$ cat src/rtl/scan_drv_pkg.sv
// Shared types and constants for the scan chain driver.
package scan_drv_pkg;

    localparam int unsigned CHAIN_LEN_DEF = 7;
    localparam int unsigned CNT_W_DEF     = 4;
    localparam logic [7:0]  FAILCNT_MAX   = 8'd255;

    typedef enum logic [2:0] {
        IDLE      = 3'd0,
        CLR       = 3'd1,
        SHIFT_IN  = 3'd2,
        CAPTURE   = 3'd3,
        SHIFT_OUT = 3'd4,
        CMP       = 3'd5,
        DONE      = 3'd6
    } drv_state_e;

endpackage

$ cat src/rtl/scan_shreg.sv
// Parallel-load, shift-left register with serial-in at bit 0 and serial-out at the MSB.
module scan_shreg #(
    parameter int unsigned WIDTH = 7
) (
    input  logic             clk,
    input  logic             rst_n,
    input  logic             load,
    input  logic             shift,
    input  logic             sin,
    input  logic [WIDTH-1:0] d,
    output logic [WIDTH-1:0] q,
    output logic             sout
);

    always_ff @(posedge clk or negedge rst_n) begin
        if (!rst_n) begin
            q <= '0;
        end else if (load) begin
            q <= d;
        end else if (shift) begin
            q <= {q[WIDTH-2:0], sin};
        end
    end

    assign sout = q[WIDTH-1];

endmodule

$ cat src/rtl/scan_chain_driver.sv
// Tester-side scan master: loads a pattern, fires one capture, unloads and
// compares the response under a mask.
module scan_chain_driver
    import scan_drv_pkg::*;
#(
    parameter int unsigned CHAIN_LEN = CHAIN_LEN_DEF,
    parameter int unsigned CNT_W     = CNT_W_DEF
) (
    input  logic                 Clk,
    input  logic                 ClrN,
    input  logic                 Start,
    input  logic                 ClrFirst,
    input  logic [CHAIN_LEN-1:0] PatIn,
    input  logic [CHAIN_LEN-1:0] ExpIn,
    input  logic [CHAIN_LEN-1:0] MaskIn,
    input  logic                 ScanOut,
    output logic                 ScanMode,
    output logic                 ScanIn,
    output logic                 ScanClr,
    output logic                 Busy,
    output logic                 Done,
    output logic                 Fail,
    output logic [CHAIN_LEN-1:0] RespOut,
    output logic [7:0]           FailCnt
);

    drv_state_e           state_q, state_d;
    logic [CNT_W-1:0]     cnt_q, cnt_d;
    logic [CHAIN_LEN-1:0] exp_q, mask_q;
    logic [CHAIN_LEN-1:0] resp_q;
    logic [CHAIN_LEN-1:0] pat_q_unused;
    logic [CHAIN_LEN-1:0] pat_load_val;
    logic                 resp_sout_unused;
    logic                 pat_sout;
    logic                 accept;
    logic                 last_bit;
    logic                 pat_load, pat_shift, resp_shift;
    logic                 scan_mode_d, scan_in_d, scan_clr_d, busy_d, done_d;
    logic                 cmp_fail;

    assign accept   = (state_q == IDLE) && Start;
    assign last_bit = (cnt_q == CNT_W'(CHAIN_LEN - 1));
    assign cmp_fail = |((resp_q ^ exp_q) & mask_q);

    // Without a clear cycle the first bit goes out straight from PatIn, so the
    // register is loaded pre-shifted to keep its MSB one bit ahead of ScanIn.
    assign pat_load_val = ClrFirst ? PatIn : {PatIn[CHAIN_LEN-2:0], 1'b0};

    scan_shreg #(.WIDTH(CHAIN_LEN)) u_pat (
        .clk   (Clk),
        .rst_n (ClrN),
        .load  (pat_load),
        .shift (pat_shift),
        .sin   (1'b0),
        .d     (pat_load_val),
        .q     (pat_q_unused),
        .sout  (pat_sout)
    );

    scan_shreg #(.WIDTH(CHAIN_LEN)) u_resp (
        .clk   (Clk),
        .rst_n (ClrN),
        .load  (1'b0),
        .shift (resp_shift),
        .sin   (ScanOut),
        .d     ('0),
        .q     (resp_q),
        .sout  (resp_sout_unused)
    );

    // State register
    always_ff @(posedge Clk or negedge ClrN) begin
        if (!ClrN) begin
            state_q <= IDLE;
        end else begin
            state_q <= state_d;
        end
    end

    // Next-state logic
    always_comb begin
        state_d = state_q;
        case (state_q)
            IDLE:      if (Start) state_d = ClrFirst ? CLR : SHIFT_IN;
            CLR:       state_d = SHIFT_IN;
            SHIFT_IN:  if (last_bit) state_d = CAPTURE;
            CAPTURE:   state_d = SHIFT_OUT;
            SHIFT_OUT: if (last_bit) state_d = CMP;
            CMP:       state_d = DONE;
            DONE:      state_d = IDLE;
            default:   state_d = IDLE;
        endcase
    end

    // Output and datapath-control decode; outputs follow the state being entered
    always_comb begin
        scan_mode_d = 1'b0;
        scan_in_d   = 1'b0;
        scan_clr_d  = 1'b0;
        busy_d      = 1'b0;
        done_d      = 1'b0;
        pat_load    = accept;
        pat_shift   = (state_q == CLR) || (state_q == SHIFT_IN);
        resp_shift  = (state_q == SHIFT_OUT);
        cnt_d       = cnt_q;

        scan_mode_d = (state_d == SHIFT_IN) || (state_d == SHIFT_OUT);
        scan_clr_d  = (state_d == CLR);
        busy_d      = (state_d != IDLE);
        done_d      = (state_d == DONE);

        if (state_d == SHIFT_IN) begin
            scan_in_d = (state_q == IDLE) ? PatIn[CHAIN_LEN-1] : pat_sout;
        end

        if ((state_d == SHIFT_IN) || (state_d == SHIFT_OUT)) begin
            cnt_d = (state_d != state_q) ? '0 : cnt_q + CNT_W'(1);
        end
    end

    // Registered outputs, compare result and captured operands
    always_ff @(posedge Clk or negedge ClrN) begin
        if (!ClrN) begin
            ScanMode <= 1'b0;
            ScanIn   <= 1'b0;
            ScanClr  <= 1'b0;
            Busy     <= 1'b0;
            Done     <= 1'b0;
            Fail     <= 1'b0;
            RespOut  <= '0;
            FailCnt  <= '0;
            cnt_q    <= '0;
            exp_q    <= '0;
            mask_q   <= '0;
        end else begin
            ScanMode <= scan_mode_d;
            ScanIn   <= scan_in_d;
            ScanClr  <= scan_clr_d;
            Busy     <= busy_d;
            Done     <= done_d;
            cnt_q    <= cnt_d;
            if (accept) begin
                exp_q  <= ExpIn;
                mask_q <= MaskIn;
            end
            if (state_q == CMP) begin
                Fail    <= cmp_fail;
                RespOut <= resp_q;
                if (cmp_fail && (FailCnt != FAILCNT_MAX)) begin
                    FailCnt <= FailCnt + 8'd1;
                end
            end
        end
    end

endmodule

$ cat config.mk
export PLATFORM = sky130hd
export DESIGN_NAME = scan_chain_driver
export DESIGN_NICKNAME = d
export VERILOG_FILES = /design/src/rtl/scan_drv_pkg.sv /design/src/rtl/scan_shreg.sv /design/src/rtl/scan_chain_driver.sv
export SDC_FILE = /design/constraint.sdc
export NUM_CORES = 1
export LEC_CHECK = 0
export CAP_MARGIN = 20
export CORE_UTILIZATION = 50
export CTS_BUF_LIST = sky130_fd_sc_hd__clkbuf_8 sky130_fd_sc_hd__clkbuf_16
export CTS_CLUSTER_SIZE = 14
export DETAILED_ROUTE_END_ITERATION = 16
export PLACE_DENSITY = 0.77
export SETUP_SLACK_MARGIN = 0.15
export SLEW_MARGIN = 15
export SYNTH_ARGS = -nofsm -noshare
export SYNTH_HDL_FRONTEND = slang
export SYNTH_SLANG_ARGS = --single-unit
$ cat constraint.sdc
create_clock -name Clk -period 3.65 [get_ports Clk]
set_input_delay 0.73 -clock Clk [delete_from_list [all_inputs] [get_ports Clk]]
set_output_delay 0.73 -clock Clk [all_outputs]
set_load 0.02 [all_outputs]
# Yosys cells after proc, flatten, opt, wreduce, memory -nomap -nowiden
# Cells that the tools add are included.
# op_classes
reduce_logical	9
n_eq_ne	12
n_addsub	2
mux	11
bitwise_logic	2
# ops
op	count
$mux W7	3
$pmux W3 S6	1
$eq A3 B3 Y1 const B	4
$eq A3 B2 Y1 const B	3
$mux W3	3
$add A8 B1 Y8 const B	1
$ne A8 B8 Y1 const B	1
$and A7 B7 Y7	1
$reduce_or A7 Y1	1
$xor A7 B7 Y7	1
$eq A3 B1 Y1 const B	2
$add A4 B1 Y4 const B	1
$eq A4 B3 Y1 const B	1
$mux W4	1
$logic_not A3 Y1	1
$ne A3 B3 Y1	1
$reduce_bool A3 Y1	1
$logic_and A1 B1 Y1	2
$logic_or A1 B1 Y1	2
$mux W1	2
$mux W2	1
$reduce_and A2 Y1	1
$reduce_bool A2 Y1	1
# totals
wordCells	50
out_inout_bits	21
regBits	56
input_bits	26

# Longest topological paths before layout
# depth
word_depth	5
depth_mapped	7
ltp_nobuf	7

# Modules after synthesis
# From an unflattened synthesis, not the netlist that was laid out.
# hier_totals
cells_unflattened	229
hier_area_um2	2677.6
# modules_own_cells
mod	seq_area_each_um2	cells_per_inst	area_each_um2	instances
scan_chain_driver	1051.0	167	2011.9	1
scan_shreg	175.2	31	332.8	2

# Least setup slack after synthesis
# OpenSTA, ideal clock, no wires.
# synth_path
kind	reg2reg
start	register FailCnt[0]
end	register FailCnt[1]
setup_slack_ns	1.855
path_buffers	0
required_ns	3.525
period_less_slack_ns	1.795
path_stages_with_launch	6
setup_time_ns	0.125
t_arrival_ns	1.670
cell_sequence	dfrtp_1 ha_1 and3_1 a31o_1 a31oi_4 mux2_4
# synth_via
elab_chain_len	3
elab_cells_between_ends	4
cone_classes	add/sub: 1; eq/ne: 1; reduce/logical: 2
# synth_lines
element	line_no	text
from (decl)	scan_chain_driver.sv:24	output logic [7:0] FailCnt
from (signal assigned)	scan_chain_driver.sv:150	FailCnt <= FailCnt + 8'd1;
parallel branches: the longest is 3 deep, another holds $add A8 B1 Y8	n/a	
# Several ways; the timed one is not identified.
# A chain may end at the register's enable or synchronous reset.

# Final worst setup path
# layout_path
start	input port ClrFirst
end	register cnt_q[2]
# layout_via
elab_chain_len	5
elab_cells_between_ends	8
cone_classes	eq/ne: 3; mux: 4; reduce/logical: 1
# layout_lines
element	line_no	text
from (decl)	scan_chain_driver.sv:12	input logic ClrFirst,
$mux W2 *	scan_chain_driver.sv:84	IDLE: if (Start) state_d = ClrFirst ? CLR : SHIFT_IN;
$mux W3 *	scan_chain_driver.sv:84	
$pmux W3 S6 *	scan_chain_driver.sv:83	case (state_q)
$ne A3 B3 Y1 (tied with other cells)	scan_chain_driver.sv:117	cnt_d = (state_d != state_q) ? '0 : cnt_q + CNT_W'(1);
$mux W4 / $logic_or A1 B1 Y1 (equally long branches)	scan_chain_driver.sv:117, scan_chain_driver.sv:116	
to (signal assigned)	scan_chain_driver.sv:141	cnt_q <= cnt_d;
to (decl)	scan_chain_driver.sv:28	logic [CNT_W-1:0] cnt_q, cnt_d;
# Every way passes the cells marked *; elsewhere a longest branch is shown, timed or not.

==> metrics.csv <==
metric,value,unit
status,finished clean,
layout.nets,319,
grt_max_degree,38,
required,3.85,ns
firstDrtPassIters,4,
maxCapViolCount,0,
syn_nets,274,
antenna_found_initial,0,
r2r_cells,4,
cts_tree,yes,
worstHoldStart,RespOut[4]$_DFFE_PN0P_,
n_antenna_cell,0,
clkSlewWorstSetupHoldPaths,0.09,ns
synthMostInstantiatedCell,nand2_1,
portBuffers,46,
postCtsSetupBuffers,0,
cts_buffer_depth,2,
globalplace.congestion,0.771,
cts_buffers,5,
fmax,450,MHz
grt_remaining_overflow,0,
cp_max_fo,11,
grt_pass1_vias,1851,
die_w,73.1,um
syn_inst,245,
viasPerCell,5.24,
dr_wl_met2,2.28,mm
synth_warnings,0,
drt-initial-drc-count,150,
drive_above_1_share,5.52,%
min_to,RespOut[4]$_DFFE_PN0P_,
clock_skew,0.00651,ns
finalCritPeriodShare,60.9,%
slew_headroom,45.5,%
whs_path_depth,2,
p_total,2.48,mW
start_util,52.8,%
synth_top_flop_cell,dfrtp_1,
synth_common_cells,"71 x nand2_1, 56 x dfrtp_1, 11 x nor2_1, 8 x mux2_1, 8 x xor2_1",
synthTopCellsByArea,"dfrtp_1 56%, nand2_1 11%, mux2_1 3.6%",
leakagePower,1.46,nW
pin_count,47,
wl_met1,2.27,mm
critPathArrivalTime,2.42,ns
peakVddDrop,0.000400,V
yosysTopAreaCell,dfrtp_1,
cts_hold_buf,0,
finalHoldViolations,0,
hp-class,reg -> reg,
dpl.cell_count,350,
synth-edff-count,0,
r2r_end,u_pat.q[3]$_DFFE_PN0P_,
grt_usage,21.4,%
critPathLaunchType,input port,
synth_top_cell_area_share,55.5,%
highest_layer,met4,
reg2reg_from,state_q[0]$_DFF_PN0_,
dieArea,5340,um^2
finalSetupTns,0,ns
wl_per_cell,13.4,um
worstMarginPinSlew,0.818,ns
cts_max_level,2,
grt_pass1_wl,8.61,mm
min_period,2.22,ns
vias,1871,
clock_sinks,56,
ant_nets,0,
areaGrowthSynthToFinish,23.9,%
critical_path_class,in -> reg,
drt-total-wl,4.79,mm
dp_hpwl,3.40,mm
cts.repair.resized,0,
fp.dieH,73.1,um
core_area,4790,um^2
syn_area,2520,um^2
synth_seq_cells,56,
syn_area_per_cell,10.3,um^2
num_rows,25,
endpoint_kind,register,
fin_cells,357,
maxSlewViolCount,0,
worst-r2r-setup-slack,1.48,ns
routed-wl-met3,165,um
rsz0062_at_grt,false,
root_buffer,clkbuf_8,
ys_seq_area_share,55.5,%
drcViolationCount,0,
power_density,792,nW/um^2
async_flop_share,100,%
ys_types,41,
clock_latency,0.31,ns
setup_violations,0,
worstSetupStartpoint,ClrFirst,
[worst max-delay path, stage by stage]
cell	delay, ns
clkdlybuf4s50_1	0.62
nor4b_1	0.58
a211o_1	0.21
o21ai_0	0.09
nor2_1	0.13
nor2_1	0.06
[cell type report]
cell class	instances	area (um^2)
Fill cell	419	1660
Sequential cell	56	1400
Multi-Input combinational cell	174	1060
Timing Repair Buffer	47	463
Clock buffer	7	96.3
Tap cell	67	83.8
Inverter	6	22.5
[per-layer routing]
metal,global-route usage [%],vias to the layer above
met5,0,-
met4,8.93,0
met3,4.83,7
met2,34.1,44
met1,28.4,900
li1,-,920
[layout by cell type, fill, tap and decap left out, types with 2 or more instances in the layout]
master,netlist,layout
nand2b_1,4,4
o21ai_1,3,3
xnor2_1,6,6
ha_1,3,3
inv_2,3,3
nand2_1,71,71
nor2_1,11,11
clkdlybuf4s50_1,0,45
a211oi_1,5,5
clkbuf_8,0,7
and3_1,3,3
nand4_1,5,5
mux2i_1,7,7
dfrtp_1,56,56
a21oi_1,7,7
and2_1,5,5
inv_1,3,3
a31oi_1,3,3
nor3_1,3,3
xor2_1,8,8
a221o_1,2,2
a22oi_1,2,2
mux2_1,8,8
[registers in the layout, summed over array words and instances, names as in the netlist]
name,cells
exp_q,7
ScanMode,1
ScanIn,1
RespOut,7
u_pat.q,7
Done,1
cnt_q,4
ScanClr,1
state_q,3
Busy,1
Fail,1
mask_q,7
u_resp.q,7
FailCnt,8
[logic make-up (layout without fill, tap and decap cells)]
kind of cell	after synthesis	in the layout	share of synthesized area [%]
xor+xnor	14	14	4.86
flops	56	56	55.5
compound gates	34	34	10.1
buf+inv	15	60	2.43
fa+ha+maj	3	3	1.49
mux	16	16	6.94
simple gates	107	107	18.7
[per-stage QoR]
stage	utilization, %	setup WS (ns)	instance area [um^2]	hold WS (ns)
floorplan	-	1.85	2520	0.434
global placement	63.4	1.18	3030	0.461
detailed placement	63.4	1.16	3030	0.467
CTS	65.4	1.43	3130	0.487
global route	65.4	1.15	3130	0.520
finish	65.4	1.43	3130	0.488
[power by group]
part / switching (mW) / total, mW / leakage [nW] / internal (mW)
Clock: 0.191 / 0.360 / 0.0503 / 0.169
Combinational: 0.540 / 1.01 / 0.709 / 0.473
Sequential: 0.225 / 1.10 / 0.699 / 0.879
[worst max path at each step]
| stage | end | slack, ns |
|---|---|---|
| finish | cnt_q[2]$_DFFE_PN0P_ | 1.43 |
| global placement | cnt_q[0]$_DFFE_PN0P_ | 1.18 |
| detailed placement | cnt_q[2]$_DFFE_PN0P_ | 1.16 |
| floorplan | FailCnt[1]$_DFFE_PN0P_ | 1.85 |
| global route | u_pat.q[4]$_DFFE_PN0P_ | 1.15 |
| CTS | u_pat.q[3]$_DFFE_PN0P_ | 1.43 |
No activity file was read; power rests on OpenSTA's default activity.
